## src/rtl/axi_wr_pkg.sv

```systemverilog
// Shared constants and types for the AXI4 write burst master.
package axi_wr_pkg;

    localparam logic [1:0] BURST_FIXED = 2'd0;
    localparam logic [1:0] BURST_INCR  = 2'd1;
    localparam logic [1:0] BURST_WRAP  = 2'd2;

    localparam logic [1:0] RESP_OKAY   = 2'd0;
    localparam logic [1:0] RESP_EXOKAY = 2'd1;
    localparam logic [1:0] RESP_SLVERR = 2'd2;
    localparam logic [1:0] RESP_DECERR = 2'd3;

    localparam int unsigned BOUNDARY_4K = 4096;

    typedef enum logic [0:0] {
        W_IDLE = 1'b0,
        W_DATA = 1'b1
    } w_state_e;

endpackage

```

## src/rtl/axi_wr_burst_master_fifo.sv

```systemverilog
// Small synchronous FIFO; a push into a full FIFO is taken when a pop happens the same cycle.
module sync_fifo #(
    parameter int unsigned WIDTH = 8,
    parameter int unsigned DEPTH = 4
) (
    input  logic             clk,
    input  logic             resetn,
    input  logic             push,
    input  logic [WIDTH-1:0] din,
    input  logic             pop,
    output logic [WIDTH-1:0] dout,
    output logic             full,
    output logic             empty
);
    localparam int unsigned PW = (DEPTH > 1) ? $clog2(DEPTH) : 1;
    localparam int unsigned CW = $clog2(DEPTH + 1);

    logic [WIDTH-1:0] mem_q [DEPTH];
    logic [PW-1:0]    rd_ptr_q, rd_ptr_d, wr_ptr_q, wr_ptr_d;
    logic [CW-1:0]    count_q, count_d;
    logic             do_push, do_pop;

    assign full    = count_q == CW'(DEPTH);
    assign empty   = count_q == '0;
    assign dout    = mem_q[rd_ptr_q];
    assign do_pop  = pop && !empty;
    assign do_push = push && (!full || do_pop);

    // Pointer and occupancy update.
    always_comb begin
        rd_ptr_d = rd_ptr_q;
        wr_ptr_d = wr_ptr_q;
        count_d  = count_q + CW'(do_push) - CW'(do_pop);
        if (do_pop)  rd_ptr_d = (rd_ptr_q == PW'(DEPTH - 1)) ? '0 : rd_ptr_q + PW'(1);
        if (do_push) wr_ptr_d = (wr_ptr_q == PW'(DEPTH - 1)) ? '0 : wr_ptr_q + PW'(1);
    end

    // Control state registers.
    always_ff @(posedge clk) begin
        if (!resetn) begin
            rd_ptr_q <= '0;
            wr_ptr_q <= '0;
            count_q  <= '0;
        end else begin
            rd_ptr_q <= rd_ptr_d;
            wr_ptr_q <= wr_ptr_d;
            count_q  <= count_d;
        end
    end

    // Storage; contents need no reset since occupancy gates reads.
    always_ff @(posedge clk) begin
        if (do_push) mem_q[wr_ptr_q] <= din;
    end

endmodule

```

## src/rtl/axi_wr_burst_master.sv

```systemverilog
// AXI4 write-channel master: validates burst commands, issues AW, streams W with WLAST, returns B.
module axi_wr_burst_master
    import axi_wr_pkg::*;
#(
    parameter int unsigned AW      = 32,
    parameter int unsigned DW      = 64,
    parameter int unsigned MAX_OUT = 4
) (
    input  logic                         clk,
    input  logic                         resetn,
    input  logic [AW-1:0]                cmd_addr,
    input  logic [7:0]                   cmd_len,
    input  logic [2:0]                   cmd_size,
    input  logic [1:0]                   cmd_burst,
    input  logic                         cmd_valid,
    output logic                         cmd_ready,
    output logic                         cmd_err,
    input  logic [DW-1:0]                wdata_in,
    input  logic [DW/8-1:0]              wstrb_in,
    input  logic                         wvalid_in,
    output logic                         wready_out,
    output logic [AW-1:0]                axi_awaddr,
    output logic [7:0]                   axi_awlen,
    output logic [2:0]                   axi_awsize,
    output logic [1:0]                   axi_awburst,
    output logic                         axi_awvalid,
    input  logic                         axi_awready,
    output logic [DW-1:0]                axi_wdata,
    output logic [DW/8-1:0]              axi_wstrb,
    output logic                         axi_wlast,
    output logic                         axi_wvalid,
    input  logic                         axi_wready,
    input  logic [1:0]                   axi_bresp,
    input  logic                         axi_bvalid,
    output logic                         axi_bready,
    output logic [1:0]                   resp_code,
    output logic                         resp_valid,
    input  logic                         resp_ready,
    output logic                         err_sticky,
    output logic [$clog2(MAX_OUT+1)-1:0] outstanding
);
    localparam int unsigned OW       = $clog2(MAX_OUT + 1);
    localparam int unsigned CW       = OW + 1;
    localparam int unsigned MAX_SIZE = $clog2(DW / 8);

    w_state_e      state_q, state_d;
    logic [7:0]    beat_q, beat_d;
    logic          aw_valid_q, aw_valid_d;
    logic [AW-1:0] aw_addr_q, aw_addr_d;
    logic [7:0]    aw_len_q, aw_len_d;
    logic [2:0]    aw_size_q, aw_size_d;
    logic [1:0]    aw_burst_q, aw_burst_d;
    logic [OW-1:0] outstanding_q, outstanding_d;
    logic          cmd_err_q, cmd_err_d;
    logic          sticky_q, sticky_d;
    logic          resp_valid_q, resp_valid_d;
    logic [1:0]    resp_code_q, resp_code_d;

    logic [7:0]    fifo_dout;
    logic          fifo_full, fifo_empty, fifo_push, fifo_pop;
    logic          aw_hs, b_hs, b_ok, w_hs, in_data, cmd_acc;
    logic          size_bad, len_ok, misaligned, cross_4k, cmd_illegal;
    logic [AW-1:0] size_mask;
    logic [15:0]   burst_bytes, burst_end;

    sync_fifo #(.WIDTH(8), .DEPTH(MAX_OUT)) u_len_fifo (
        .clk    (clk),
        .resetn (resetn),
        .push   (fifo_push),
        .din    (cmd_len),
        .pop    (fifo_pop),
        .dout   (fifo_dout),
        .full   (fifo_full),
        .empty  (fifo_empty)
    );

    // Command legality, evaluated on the raw command inputs.
    always_comb begin
        size_bad    = cmd_size > 3'(MAX_SIZE);
        len_ok      = (cmd_len == 8'd1) || (cmd_len == 8'd3) || (cmd_len == 8'd7) || (cmd_len == 8'd15);
        size_mask   = (AW'(1) << cmd_size) - AW'(1);
        misaligned  = (cmd_addr & size_mask) != '0;
        burst_bytes = (16'(cmd_len) + 16'd1) << cmd_size;
        burst_end   = 16'(cmd_addr[11:0]) + burst_bytes;
        cross_4k    = burst_end > 16'(BOUNDARY_4K);
        cmd_illegal = size_bad || (cmd_burst == 2'd3)
                   || ((cmd_burst == BURST_WRAP) && (!len_ok || misaligned))
                   || ((cmd_burst == BURST_INCR) && cross_4k);
    end

    assign aw_hs      = aw_valid_q && axi_awready;
    assign axi_bready = !resp_valid_q || resp_ready;
    assign b_hs       = axi_bvalid && axi_bready;
    assign b_ok       = b_hs && (outstanding_q != '0);
    assign cmd_ready  = (!aw_valid_q || axi_awready) && !fifo_full
                     && ((CW'(outstanding_q) + CW'(aw_valid_q)) < CW'(MAX_OUT));
    assign cmd_acc    = cmd_valid && cmd_ready;
    assign fifo_push  = cmd_acc && !cmd_illegal;

    assign in_data    = state_q == W_DATA;
    assign w_hs       = in_data && wvalid_in && axi_wready;
    assign axi_wvalid = in_data && wvalid_in;
    assign wready_out = in_data && axi_wready;
    assign axi_wdata  = wdata_in;
    assign axi_wstrb  = wstrb_in;
    assign axi_wlast  = in_data && (beat_q == 8'd0);

    assign axi_awvalid = aw_valid_q;
    assign axi_awaddr  = aw_addr_q;
    assign axi_awlen   = aw_len_q;
    assign axi_awsize  = aw_size_q;
    assign axi_awburst = aw_burst_q;
    assign outstanding = outstanding_q;
    assign cmd_err     = cmd_err_q;
    assign err_sticky  = sticky_q;
    assign resp_valid  = resp_valid_q;
    assign resp_code   = resp_code_q;

    // Next-state: AW register, W beat FSM, outstanding counter, response and error tracking.
    always_comb begin
        state_d       = state_q;
        beat_d        = beat_q;
        fifo_pop      = 1'b0;
        aw_valid_d    = aw_valid_q;
        aw_addr_d     = aw_addr_q;
        aw_len_d      = aw_len_q;
        aw_size_d     = aw_size_q;
        aw_burst_d    = aw_burst_q;
        resp_valid_d  = resp_valid_q;
        resp_code_d   = resp_code_q;
        cmd_err_d     = cmd_acc && cmd_illegal;
        sticky_d      = sticky_q;
        outstanding_d = outstanding_q + OW'(aw_hs) - OW'(b_ok);

        if (fifo_push) begin
            aw_valid_d = 1'b1;
            aw_addr_d  = cmd_addr;
            aw_len_d   = cmd_len;
            aw_size_d  = cmd_size;
            aw_burst_d = cmd_burst;
        end else if (aw_hs) begin
            aw_valid_d = 1'b0;
        end

        unique case (state_q)
            W_IDLE: begin
                if (!fifo_empty) begin
                    fifo_pop = 1'b1;
                    beat_d   = fifo_dout;
                    state_d  = W_DATA;
                end
            end
            W_DATA: begin
                if (w_hs) begin
                    if (beat_q == 8'd0) begin
                        if (!fifo_empty) begin
                            fifo_pop = 1'b1;
                            beat_d   = fifo_dout;
                        end else begin
                            state_d = W_IDLE;
                        end
                    end else begin
                        beat_d = beat_q - 8'd1;
                    end
                end
            end
            default: state_d = W_IDLE;
        endcase

        if (b_ok) begin
            resp_valid_d = 1'b1;
            resp_code_d  = axi_bresp;
        end else if (resp_ready) begin
            resp_valid_d = 1'b0;
        end

        if ((cmd_acc && cmd_illegal) || (b_ok && axi_bresp[1]) || (b_hs && !b_ok)) begin
            sticky_d = 1'b1;
        end
    end

    // State registers with synchronous reset.
    always_ff @(posedge clk) begin
        if (!resetn) begin
            state_q       <= W_IDLE;
            beat_q        <= '0;
            aw_valid_q    <= 1'b0;
            aw_addr_q     <= '0;
            aw_len_q      <= '0;
            aw_size_q     <= '0;
            aw_burst_q    <= '0;
            outstanding_q <= '0;
            cmd_err_q     <= 1'b0;
            sticky_q      <= 1'b0;
            resp_valid_q  <= 1'b0;
            resp_code_q   <= '0;
        end else begin
            state_q       <= state_d;
            beat_q        <= beat_d;
            aw_valid_q    <= aw_valid_d;
            aw_addr_q     <= aw_addr_d;
            aw_len_q      <= aw_len_d;
            aw_size_q     <= aw_size_d;
            aw_burst_q    <= aw_burst_d;
            outstanding_q <= outstanding_d;
            cmd_err_q     <= cmd_err_d;
            sticky_q      <= sticky_d;
            resp_valid_q  <= resp_valid_d;
            resp_code_q   <= resp_code_d;
        end
    end

endmodule

```

## config.mk

```make
export PLATFORM = sky130hd
export DESIGN_NAME = axi_wr_burst_master
export DESIGN_NICKNAME = d
export VERILOG_FILES = /design/src/rtl/axi_wr_pkg.sv /design/src/rtl/axi_wr_burst_master_fifo.sv /design/src/rtl/axi_wr_burst_master.sv
export SDC_FILE = /design/constraint.sdc
export NUM_CORES = 1
export LEC_CHECK = 0
export ABC_CLOCK_PERIOD_IN_PS = 13400
export CORE_MARGIN = 5
export CORE_UTILIZATION = 40
export DETAILED_ROUTE_END_ITERATION = 6
export PLACE_DENSITY = 0.78
export RECOVER_POWER = 100
export SYNTH_ARGS = -nofsm -noshare
export SYNTH_HDL_FRONTEND = slang
export SYNTH_SLANG_ARGS = --single-unit
```

## constraint.sdc

```tcl
create_clock -name clk -period 13.4 [get_ports clk]
set_input_delay 3.35 -clock clk [delete_from_list [all_inputs] [get_ports clk]]
set_output_delay 3.35 -clock clk [all_outputs]
set_load 0.05 [all_outputs]
```

==> metrics.md, run 1 <==
| Metric | Value |
|---|---|
| Drt pass-1 iters | 5 |
| Crit path DAT | approximately 10 ns |
| EDFF count, synth | 32 |
| Post-CTS Hold Fix Bufs | 0 |
| Via density | 5.58 |
| Hold Crit Endpoint | axi_awsize[2] |
| Final hold vios | 0 |
| First-pass GRT wire length | 26.7 mm |
| Top post-synthesis cells by area | dfxtp_1, edfxtp_1, buf_4 |
| Post-cts gate resize count | 0 |
| Register-to-Register Path Depth | 13 |
| Yosys warning count | 0 |
| Leading cell type in the layout, fill and taps excluded | dfxtp_1 |
| Setup Crit Path Kind | input port to flip-flop |
| Post-synthesis cell count | 706 |
| Post-synth top area share | 22.1% |
| Sequential cell area | roughly 2400 um2 |
| Final antenna-violating net count | 0 |
| Grt total ovfl | 0 |
| Max clock buf depth | 2 |
| Post-Synthesis Cell Area | 6530 um2 |
| H-tree depth | 3 |
| Crit end category | flip-flop |
| RSZ-0062 raised after global routing | no |
| # fillers | 1509 |
| Area of the multi-input gates | about 3100 um2 |
| Syn avg cell area | 9.24 um2 |
| Diode count | 0 |
| Count of cell types in the netlist | 75 |
| Vias in the first global route | 4937 |
| Initial antenna violation count | 0 |
| CTS tree | done |
| Hold Startpoint | axi_awsize[2] |
| Flops & latches, synth | about 100 |
| Latest clock arrival within the worst-skew pair | around 0.36 ns |
| Max_cap viols | 2 |
| Worst EP required | between 10 and 15 ns |
| Failing checks | max-capacitance violations, max-slew violations |
| Post-CTS Setup Bufs | 0 |
| Setup violations, final | 0 |
| Slew HR | -68.4% |
| Leak | 2.78 nW |
| Final GP Congestion | ~0.99 |
| Seq/Total Area, Yosys | 36.8% |
| Post-route cell area | 7360 um2 |
| GRT Total Usage | 18.1% |
| Main synth FF type | dfxtp_1 |
| Clk Tree Root Cell | clkbuf_16 |
| Max frequency | 97.0 MHz |
| Final period utilization | 76.9% |
| Core ar. | 15900 um2 |
| Area leader, netlist | dfxtp_1 |
| Routed vias | 5247 |
| Async SR Flop Fraction | 0% |
| P&R area growth vs syn | 12.8% |
| Most frequent cells in the layout | dfxtp_1, dlygate4sd3_1, a21oi_1 |
| Pwr Density | between 100 and 150 nW/um2 |
| Die footprint | 19000 um2 |
| Minimum clock period | between 10 and 15 ns |
| FF-to-FF End | u_len_fifo.count_q[2] |
| Hold depth | 2 |
| Tightest Pin Transition | 2.53 ns |
| CP Max Fanout | between 40 and 50 |
| Layout cells sized above 1 | between 10 and 15% |
| Port buffer count | 113 |
| Placed Instance Area | 7110 um2 |
| Post-synthesis net count | between 800 and 900 |
| Cell Rows | 46 |
| Status | finished, violations left |
| Pin count of the biggest net entering global routing | 49 |
| CTS buffer count | 9 |
| I/O pin count | 258 |
| Final nets | 877 |
| Final Slew Violations | 94 |
| Routed length per instance | 18.5 um |
| Startpoint types | input port |
| Initial Utilization | between 40 and 50% |
| Final wirelength | ~17 mm |
| Iteration-0 DRC Markers | 363 |
| Reg2Reg Setup Slack | 8.39 ns |
| Dpl hpwl | 12.8 mm |
| Drt drc | 0 |
| Chip width | 138 um |
| Layout Skew | 0.00471 ns |
| CTS clock-pin slew for the worst setup and hold paths | around 0.07 ns |
| Worst vdd ir | between 0.06 and 0.07 mV |
| Hold Path Class | flip-flop to flip-flop |
| Worst r2r src | outstanding[1] |
| Setup TNS | 0 ns |
| Clk sinks | 104 |
| Die height | 138 um |
-- state kept, by name, summed over array words and instances (netlist names), 2 cells and up, named ones only --
register	count
axi_awburst	2
resp_code	2
axi_awsize	3
axi_awlen	8
beat_q	8
u_len_fifo.wr_ptr_q	2
u_len_fifo.rd_ptr_q	2
axi_awaddr	32
u_len_fifo.count_q	3
u_len_fifo.mem_q	32
outstanding	3
-- worst max-delay path, cell delays in order --
cell and delay [ns]:
dlygate4sd3_1 0.81, ha_1 0.36, and3_1 0.27, nand2_1 0.08, and3_1 0.21, o21bai_1 0.16
mux2i_1 0.12, nor2_1 0.13, a21oi_1 0.06, ha_1 0.42, a211o_1 0.33, a21oi_1 0.17
a211oi_1 0.11, o21ai_0 0.26, a211oi_1 0.16, nand4_1 0.11, clkbuf_1 1.69, nand2_1 0.45
ha_1 0.39, fa_1 0.40, xnor2_1 0.19, xnor2_1 0.15, nor2_1 0.05
-- logic make-up after synthesis --
group | share of synthesized area [%]
adders and majority gates | 6.29
xor gates and xnor gates | 1.34
and+or+nand+nor | 16.6
muxes | 4.49
AOI/OAI and AO/OA | 20.0
DFF | 36.8
buffers and inverters | 14.5
-- per-layer routing --
layer / GRT usage [%] / part of all wire [%]
met3: 4.35 / 7.1
met2: 29.9 / 49
met1: 22.5 / 40
met4: 8.12 / 3.8
met5: 0 / 0
-- power by group --
group	leakage, nW	internal, mW	total [mW]	switching [mW]
Clock	0.144	0.136	0.265	0.130
Combinational	1.76	0.151	0.380	0.229
Sequential	0.876	0.358	0.395	0.0364
-- cells in the mapped netlist (3+ instances only) --
library cell  instances
buf_4                80
dfxtp_1              72
nand3_1              53
a21oi_1              48
nand2_1              42
nor2_1               34
edfxtp_1             32
a21oi_2              29
ha_1                 28
o21ai_0              27
inv_1                24
o21ai_1              20
o21ai_2              20
clkbuf_1             18
nor3_1               14
and2_1               10
mux2i_1               9
mux4_2                8
nand2b_1              8
nand3b_1              8
or3_1                 8
a31oi_1               7
a211oi_1              6
xnor2_1               6
and3_1                5
buf_12                5
nand4_1               5
buf_2                 4
o211ai_1              4
o22ai_1               4
xor2_1                4
a21o_1                3
fa_1                  3
nor2b_1               3
nor4_1                3
o32ai_1               3
or2_2                 3
-- area by class of cell --
class,instances,area share (%)
well taps,216,3.67
clock inverters,6,0.832
inverters,25,1.27
multi-input cells,462,42.7
repair buffers,117,15.7
flip-flops and latches,104,32.6
clock buffers,10,3.24
-- worst max path at each step --
stage | from | to | cells after the start
detailed placement | cmd_len[0] | u_len_fifo.count_q[2] | 23
global placement | cmd_len[0] | u_len_fifo.count_q[2] | 23
CTS | cmd_len[0] | u_len_fifo.count_q[2] | 23
floorplan | axi_awready | cmd_ready | 2
finish | cmd_len[0] | u_len_fifo.count_q[2] | 23
global route | cmd_len[0] | u_len_fifo.count_q[2] | 23
-- through the flow --
stage / hold WS (ns) / cells / power, mW / util [%] / setup WS [ns]
finish: 0.433 / 940 / 1.04 / 46.2 / 3.09
CTS: 0.442 / 940 / 1.06 / 46.5 / 4.87
floorplan: 0.474 / 706 / 0.738 / - / 5.47
global route: 0.459 / 940 / 1.11 / 46.2 / 2.54
global placement: 0.434 / 924 / 0.785 / 44.6 / 4.69
detailed placement: 0.430 / 924 / 0.791 / 44.6 / 4.50
Power figures use the tool's default switching activity.
==> run 2, diff against run 1 <==
--- a/config.mk
+++ b/config.mk
@@ -5,11 +5,11 @@
 export SDC_FILE = /design/constraint.sdc
 export NUM_CORES = 1
 export LEC_CHECK = 0
-export ABC_CLOCK_PERIOD_IN_PS = 13400
+export ABC_CLOCK_PERIOD_IN_PS = 8840
 export CORE_MARGIN = 5
 export CORE_UTILIZATION = 40
 export DETAILED_ROUTE_END_ITERATION = 6
-export PLACE_DENSITY = 0.78
+export PLACE_DENSITY = 0.81
 export RECOVER_POWER = 100
 export SYNTH_ARGS = -nofsm -noshare
 export SYNTH_HDL_FRONTEND = slang
==> constraint.sdc (replaced) <==
create_clock -name clk -period 8.84 [get_ports clk]
set_input_delay 2.21 -clock clk [delete_from_list [all_inputs] [get_ports clk]]
set_output_delay 2.21 -clock clk [all_outputs]
set_load 0.05 [all_outputs]
==> run 2 against run 1 <==
Register-to-register slack worse by 3.0 ns. Highest routed layer unchanged. Die area unchanged. Critical path depth down 4. Non-clock buffer count down 1. Via count up 0.63%. Clock skew up 0.00051 ns. Sequential power up 52%. Largest cell class unchanged. Final area down 0.32%. Global-route usage up 0.83 points. The flow still finishes with violations (max-capacitance violations, max-slew violations).
==> metrics.md, run 2 (synthesis gave the netlist of run 1 again) <==
| Metric | Value |
|---|---|
| Largest stage delay on the critical path | 0.80 ns (-0.89 ns) |
| Final antenna-violating net count | 0 (unchanged) |
| Die height | 138 um (unchanged) |
| GRT Total Usage | 19.0% (+0.83 points) |
| Die footprint | 19000 um2 (unchanged) |
| Layout cells sized above 1 | 10.7% (-0.40 points) |
| I/O pin count | 258 (unchanged) |
| Sw Ratio | 38.4% (+0.44 points) |
| Setup violations, final | 0 (unchanged) |
| Final hold vios | 0 (unchanged) |
| CTS buffer count | 9 (unchanged) |
| Final period utilization | 82.2% |
| Post-CTS Hold Fix Bufs | 0 (unchanged) |
| Clk Tree Root Cell | clkbuf_16 |
| Crit path DAT | 7.37 ns (-3.09 ns) |
| CTS tree | done |
| Layout Skew | 0.00522 ns (+0.000506 ns) |
| Initial antenna violation count | 0 (unchanged) |
| Worst path bufs/invs | 2 (unchanged) |
| Comb power frac | 36.7% (+0.2 points) |
| Finished Core Util | 46.0% (-0.15 points) |
| Crit end category | flip-flop |
| H-tree depth | 3 (unchanged) |
| Post-place setup slack | 1.63 ns (-2.87 ns) |
| Leak | 2.77 nW (-0.21%) |
| Failing checks | max-capacitance violations, max-slew violations |
| Area of the multi-input gates | 3140 um2 (-0.28%) |
| Iteration-0 DRC Markers | 402 (+11%) |
| # placed instances | 923 (-0.11%) |
| P&R area growth vs syn | 12.5% |
| Sequential cell area | 2400 um2 (unchanged) |
| Hold Path Class | flip-flop to flip-flop |
| Power Internal | 967 uW (+50%) |
| Clk sinks | 104 (unchanged) |
| Crit-path slowest cell | dlygate4sd3_1 |
| Setup TNS | 0 ns (unchanged) |
| Tightest Pin Transition | 3.18 ns (+0.653 ns) |
| Minimum clock period | roughly 7.3 ns |
| Slew HR | -112% (-44 points) |
| Latest clock arrival within the worst-skew pair | 0.36 ns (about the same) |
| Post-CTS Setup Bufs | 0 (unchanged) |
| Diode count | 0 (unchanged) |
| Initial Utilization | 40.9% (unchanged) |
| Most frequent cells in the layout | dfxtp_1, dlygate4sd3_1, a21oi_1 |
| CTS clock-pin slew for the worst setup and hold paths | 0.08 ns (about the same) |
| Drt drc | 0 (unchanged) |
| Pin count of the biggest net entering global routing | 56 (+14%) |
| Setup Crit Path Kind | input port to flip-flop |
| Final nets | 876 (-0.11%) |
| WP depth | 19 (-17%) |
| First-pass GRT wire length | 27.6 mm (+3.1%) |
| CP Max Fanout | 47 (-2.1%) |
| # fillers | 1564 (+3.6%) |
| Clock network power share | 25.1% (-0.4 points) |
| Dpl hpwl | 13.4 mm (+4.5%) |
| Final GP Congestion | 0.946 (-4.7%) |
| Hold depth | 2 (unchanged) |
| Grt total ovfl | 0 (unchanged) |
| Via density | 5.62 (+0.74%) |
| Hold Slack | 0.443 ns (+0.00956 ns) |
| Worst EP required | 8.94 ns (-4.61 ns) |
| Max clock buf depth | 2 (unchanged) |
| Vias in the first global route | 4927 (-0.20%) |
| Drt pass-1 iters | 5 (unchanged) |
| Final Non-Filler Cells | 939 (-0.11%) |
| Final WS setup | 1.57 ns (-1.52 ns) |
| Final wirelength | 18.2 mm (+4.6%) |
| Delay-heaviest family, CP | simple AND/OR/NAND/NOR gates |
| Register-to-Register Path Depth | 14 (+1) |
| Max_cap viols | 1 (-1) |
| Sequential share of power | 38.2% (+0.3 points) |
| Final Slew Violations | 56 (-40%) |
| Max frequency | approximately 140 MHz |
| Cell Rows | 46 (unchanged) |
| Crit-path cells | dlygate4sd3_1 > ha_1 > and3_1 > nand2_1 > and3_1 > o21bai_1 > mux2i_1 > nor2_1 > a21oi_1 > ha_1 > a211o_1 > a21oi_1 > a211oi_1 > or3_1 > a211oi_1 > nand4_1 > clkbuf_2 > nand3_1 > a21oi_2 |
| Core ar. | 15900 um2 (unchanged) |
| Chip width | 138 um (unchanged) |
| Post-cts gate resize count | 0 (unchanged) |
| Pwr Density | 214 nW/um2 (+51%) |
| Startpoint types | input port |
| Worst vdd ir | 0.100 mV (+49%) |
| Status | finished, violations left |
| Routed length per instance | 19.4 um (+4.7%) |
| Switch Pwr | 604 uW (+53%) |
| RSZ-0062 raised after global routing | no |
| Port buffer count | 113 (unchanged) |
| Routed vias | 5280 (+0.63%) |
| Leading cell type in the layout, fill and taps excluded | dfxtp_1 |
==> run 2: final timing paths <==
path	slack, ns	start	end
max reg2reg	5.40	beat_q[0]	u_len_fifo.count_q[2]
min	0.44	axi_awsize[2]	axi_awsize[2]
min reg2reg	0.44	axi_awsize[2]	axi_awsize[2]
max	1.57	cmd_len[0]	axi_awburst[1]
==> run 2: area by class of cell <==
type / count / share of cell area [%]
multi-input cells: 462 / 42.7
clock buffers: 10 / 3.12
inverters: 25 / 1.28
well taps: 216 / 3.68
repair buffers: 116 / 15.6
clock inverters: 6 / 0.852
flip-flops and latches: 104 / 32.7
==> run 2: worst reg2reg max path, delay by kind of cell (launching register included) <==
kind	cells	cell delay [ns]
AND/OR/NAND/NOR	4	0.86
AO/OA/AOI/OAI	1	0.52
adder cells (fa/ha/maj)	4	0.91
flip-flops	1	0.35
XOR/XNOR	2	0.34
buffers and inverters	3	0.23
==> run 2: power groups by stage <==
stage | Combinational (mW) | Clock, mW | Sequential [mW]
2_1_floorplan | 0.453 | 0 | 0.666
3_3_place_gp | 0.580 | 0 | 0.609
3_5_place_dp | 0.591 | 0 | 0.612
4_1_cts | 0.594 | 0.404 | 0.601
5_1_grt | 0.633 | 0.424 | 0.610
6_report | 0.577 | 0.394 | 0.600
==> run 2: through the flow <==
step	total power [mW]	instance area, um2
after floorplan	1.12	6530
after global placement	1.19	7100
after detailed placement	1.20	7100
after CTS	1.60	7390
after global routing	1.67	7340
final	1.57	7340
==> run 2: layer usage <==
metal  up-vias  global-route usage, %  part of all wire (%)
met3        50                   5.22                   7.6
met5         -                      0                     0
met4         0                   7.08                   3.0
met1      2557                   23.8                    41
li1       2488                      -                     -
met2       185                   31.2                    49
==> run 3, diff against run 2 <==
--- a/config.mk
+++ b/config.mk
@@ -5,7 +5,7 @@
 export SDC_FILE = /design/constraint.sdc
 export NUM_CORES = 1
 export LEC_CHECK = 0
-export ABC_CLOCK_PERIOD_IN_PS = 8840
+export ABC_CLOCK_PERIOD_IN_PS = 6610
 export CORE_MARGIN = 5
 export CORE_UTILIZATION = 40
 export DETAILED_ROUTE_END_ITERATION = 6
==> constraint.sdc (replaced) <==
create_clock -name clk -period 6.61 [get_ports clk]
set_input_delay 1.6525 -clock clk [delete_from_list [all_inputs] [get_ports clk]]
set_output_delay 1.6525 -clock clk [all_outputs]
set_load 0.05 [all_outputs]
==> run 3 against run 2 <==
Clock power is 37% higher. The flow now finishes without violations. Combinational power is 35% higher. Core utilization is 0.72 points higher. Critical path depth stayed put. Non-clock buffer count is 11 higher.
==> metrics.md, run 3 (synthesis gave the netlist of run 1 again) <==
| Metric | Value |
|---|---|
| Layout cells sized above 1 | 12.0% (+1.3 points) |
| Hold Slack | 0.462 ns (+0.0190 ns) |
| Setup TNS | 0 ns (unchanged) |
| Die height | 138 um (unchanged) |
| Post-CTS Hold Fix Bufs | 0 (unchanged) |
| RSZ-0062 raised after global routing | no |
| Final period utilization | 94.0% |
| CTS clock-pin slew for the worst setup and hold paths | 0.08 ns (about the same) |
| First-pass GRT wire length | 27.3 mm (-0.80%) |
| Final antenna-violating net count | 0 (unchanged) |
| I/O pin count | 258 (unchanged) |
| Worst vdd ir | 0.145 mV (+45%) |
| Crit path DAT | 6.23 ns (-1.14 ns) |
| Iteration-0 DRC Markers | 658 (+64%) |
| CTS tree | done |
| Final wirelength | 18.1 mm (-0.41%) |
| Hold Path Class | flip-flop to flip-flop |
| Post-cts gate resize count | 0 (unchanged) |
| Tightest Pin Transition | 0.983 ns (-2.20 ns) |
| Final hold vios | 0 (unchanged) |
| Dpl hpwl | 13.4 mm (+0.12%) |
| Worst EP required | 6.62 ns (-2.32 ns) |
| Leak | 2.82 nW (+2.0%) |
| Setup Crit Path Kind | input port to flip-flop |
| Leading cell type in the layout, fill and taps excluded | dfxtp_1 |
| Core ar. | 15900 um2 (unchanged) |
| Routed met2 length | 8.94 mm (+0.42%) |
| Vias in the first global route | 5030 (+2.1%) |
| Initial antenna violation count | 0 (unchanged) |
| Status | finished clean |
| Met3 wire length | 1.43 mm (+4.0%) |
| Die footprint | 19000 um2 (unchanged) |
| Chip width | 138 um (unchanged) |
| CTS buffer count | 9 (unchanged) |
| Routed vias | 5324 (+0.83%) |
| Final GP Congestion | 0.882 (-6.8%) |
| Routed length per instance | 19.1 um (-1.6%) |
| Drt drc | 0 (unchanged) |
| Via density | 5.60 (-0.33%) |
| Port buffer count | 113 (unchanged) |
| Final nets | 887 (+1.3%) |
| Setup violations, final | 0 (unchanged) |
| CP Max Fanout | 8 (-83%) |
| Layout Skew | 0.00917 ns (+0.00394 ns) |
| Grt total ovfl | 0 (unchanged) |
| Post-CTS Setup Bufs | 0 (unchanged) |
| Minimum clock period | 6.21 ns |
| Latest clock arrival within the worst-skew pair | 0.36 ns (about the same) |
| Slew HR | 34.5% (+150 points) |
| Clk Tree Root Cell | clkbuf_16 |
| M1 WL | 7.25 mm (-1.9%) |
| GRT Total Usage | 18.7% (-0.28 points) |
| Top Layer Used | met4 |
| Pwr Density | 284 nW/um2 (+33%) |
| Max_cap viols | 0 (-1) |
| H-tree depth | 3 (unchanged) |
| P&R area growth vs syn | 14.2% |
| Pin count of the biggest net entering global routing | 48 (-14%) |
| Drt pass-1 iters | 6 (+1) |
| Startpoint types | input port |
| Initial Utilization | 40.9% (unchanged) |
| Diode count | 0 (unchanged) |
| Crit end category | flip-flop |
| Clk sinks | 104 (unchanged) |
| Most frequent cells in the layout | dfxtp_1, dlygate4sd3_1, nand3_1, a21oi_1, clkdlybuf4s50_1 |
| Cell Rows | 46 (unchanged) |
| Max frequency | about 160 MHz |
| Final Slew Violations | 0 (-100%) |
| Max clock buf depth | 2 (unchanged) |
-- run 3: power breakdown --
| group | internal [mW] | leakage, nW | switching [mW] | total (mW) |
|---|---|---|---|---|
| registers | 0.726 | 0.876 | 0.0727 | 0.799 |
| logic | 0.306 | 1.80 | 0.472 | 0.778 |
| clock network | 0.268 | 0.149 | 0.270 | 0.538 |
| total | 1.30 | 2.82 | 0.815 | 2.12 |
-- run 3: final timing paths --
kind           startpoint                     end  slack (ns)  cells after the start
max            cmd_len[0]  u_len_fifo.mem_q[0][6]        0.40                     19
min          resp_code[1]            resp_code[1]        0.46                      2
max reg2reg     beat_q[0]   u_len_fifo.count_q[2]        3.33                     14
min reg2reg  resp_code[1]            resp_code[1]        0.46                      2
-- run 3: routing by layer --
| metal | global-route usage [%] | vias up |
|---|---|---|
| met3 | 3.80 | 50 |
| met5 | 0 | - |
| met1 | 23.1 | 2515 |
| li1 | - | 2524 |
| met2 | 31.5 | 235 |
| met4 | 8.29 | 0 |
-- run 3: metrics by stage --
step                      setup slack [ns]  utilization, %  total power [mW]  instance area (um2)  cells
final                                0.397            46.8              2.12                 7460    950
after global routing                0.0909            46.8              2.25                 7460    950
after CTS                            0.650            47.1              2.15                 7510    950
after detailed placement             0.278            45.2              1.61                 7210    934
after global placement               0.295            45.2              1.60                 7210    934
after floorplan                      0.951               -              1.50                 6530    706
-- run 3: layout make-up --
cell class	count	area, um2
fillers	1497	8490
multi-input cells	462	3150
repair buffers	127	1240
clock inverters	7	77.6
inverters	25	93.8
clock buffers	9	225
well taps	216	270
flip-flops and latches	104	2400
-- run 3: critical path: stages --
cell and delay, ns:
dlygate4sd3_1 0.71, and2_0 0.33, and3_1 0.27, nand3b_1 0.08, and3_1 0.20, o21bai_1 0.17
mux2i_1 0.12, nor2_1 0.11, a21oi_1 0.05, ha_1 0.39, a211o_1 0.33, a21oi_1 0.17
a211oi_1 0.12, or3_1 0.32, a211oi_1 0.37, nand4_1 0.17, nand2_1 0.14, buf_4 0.14
and2_1 0.40
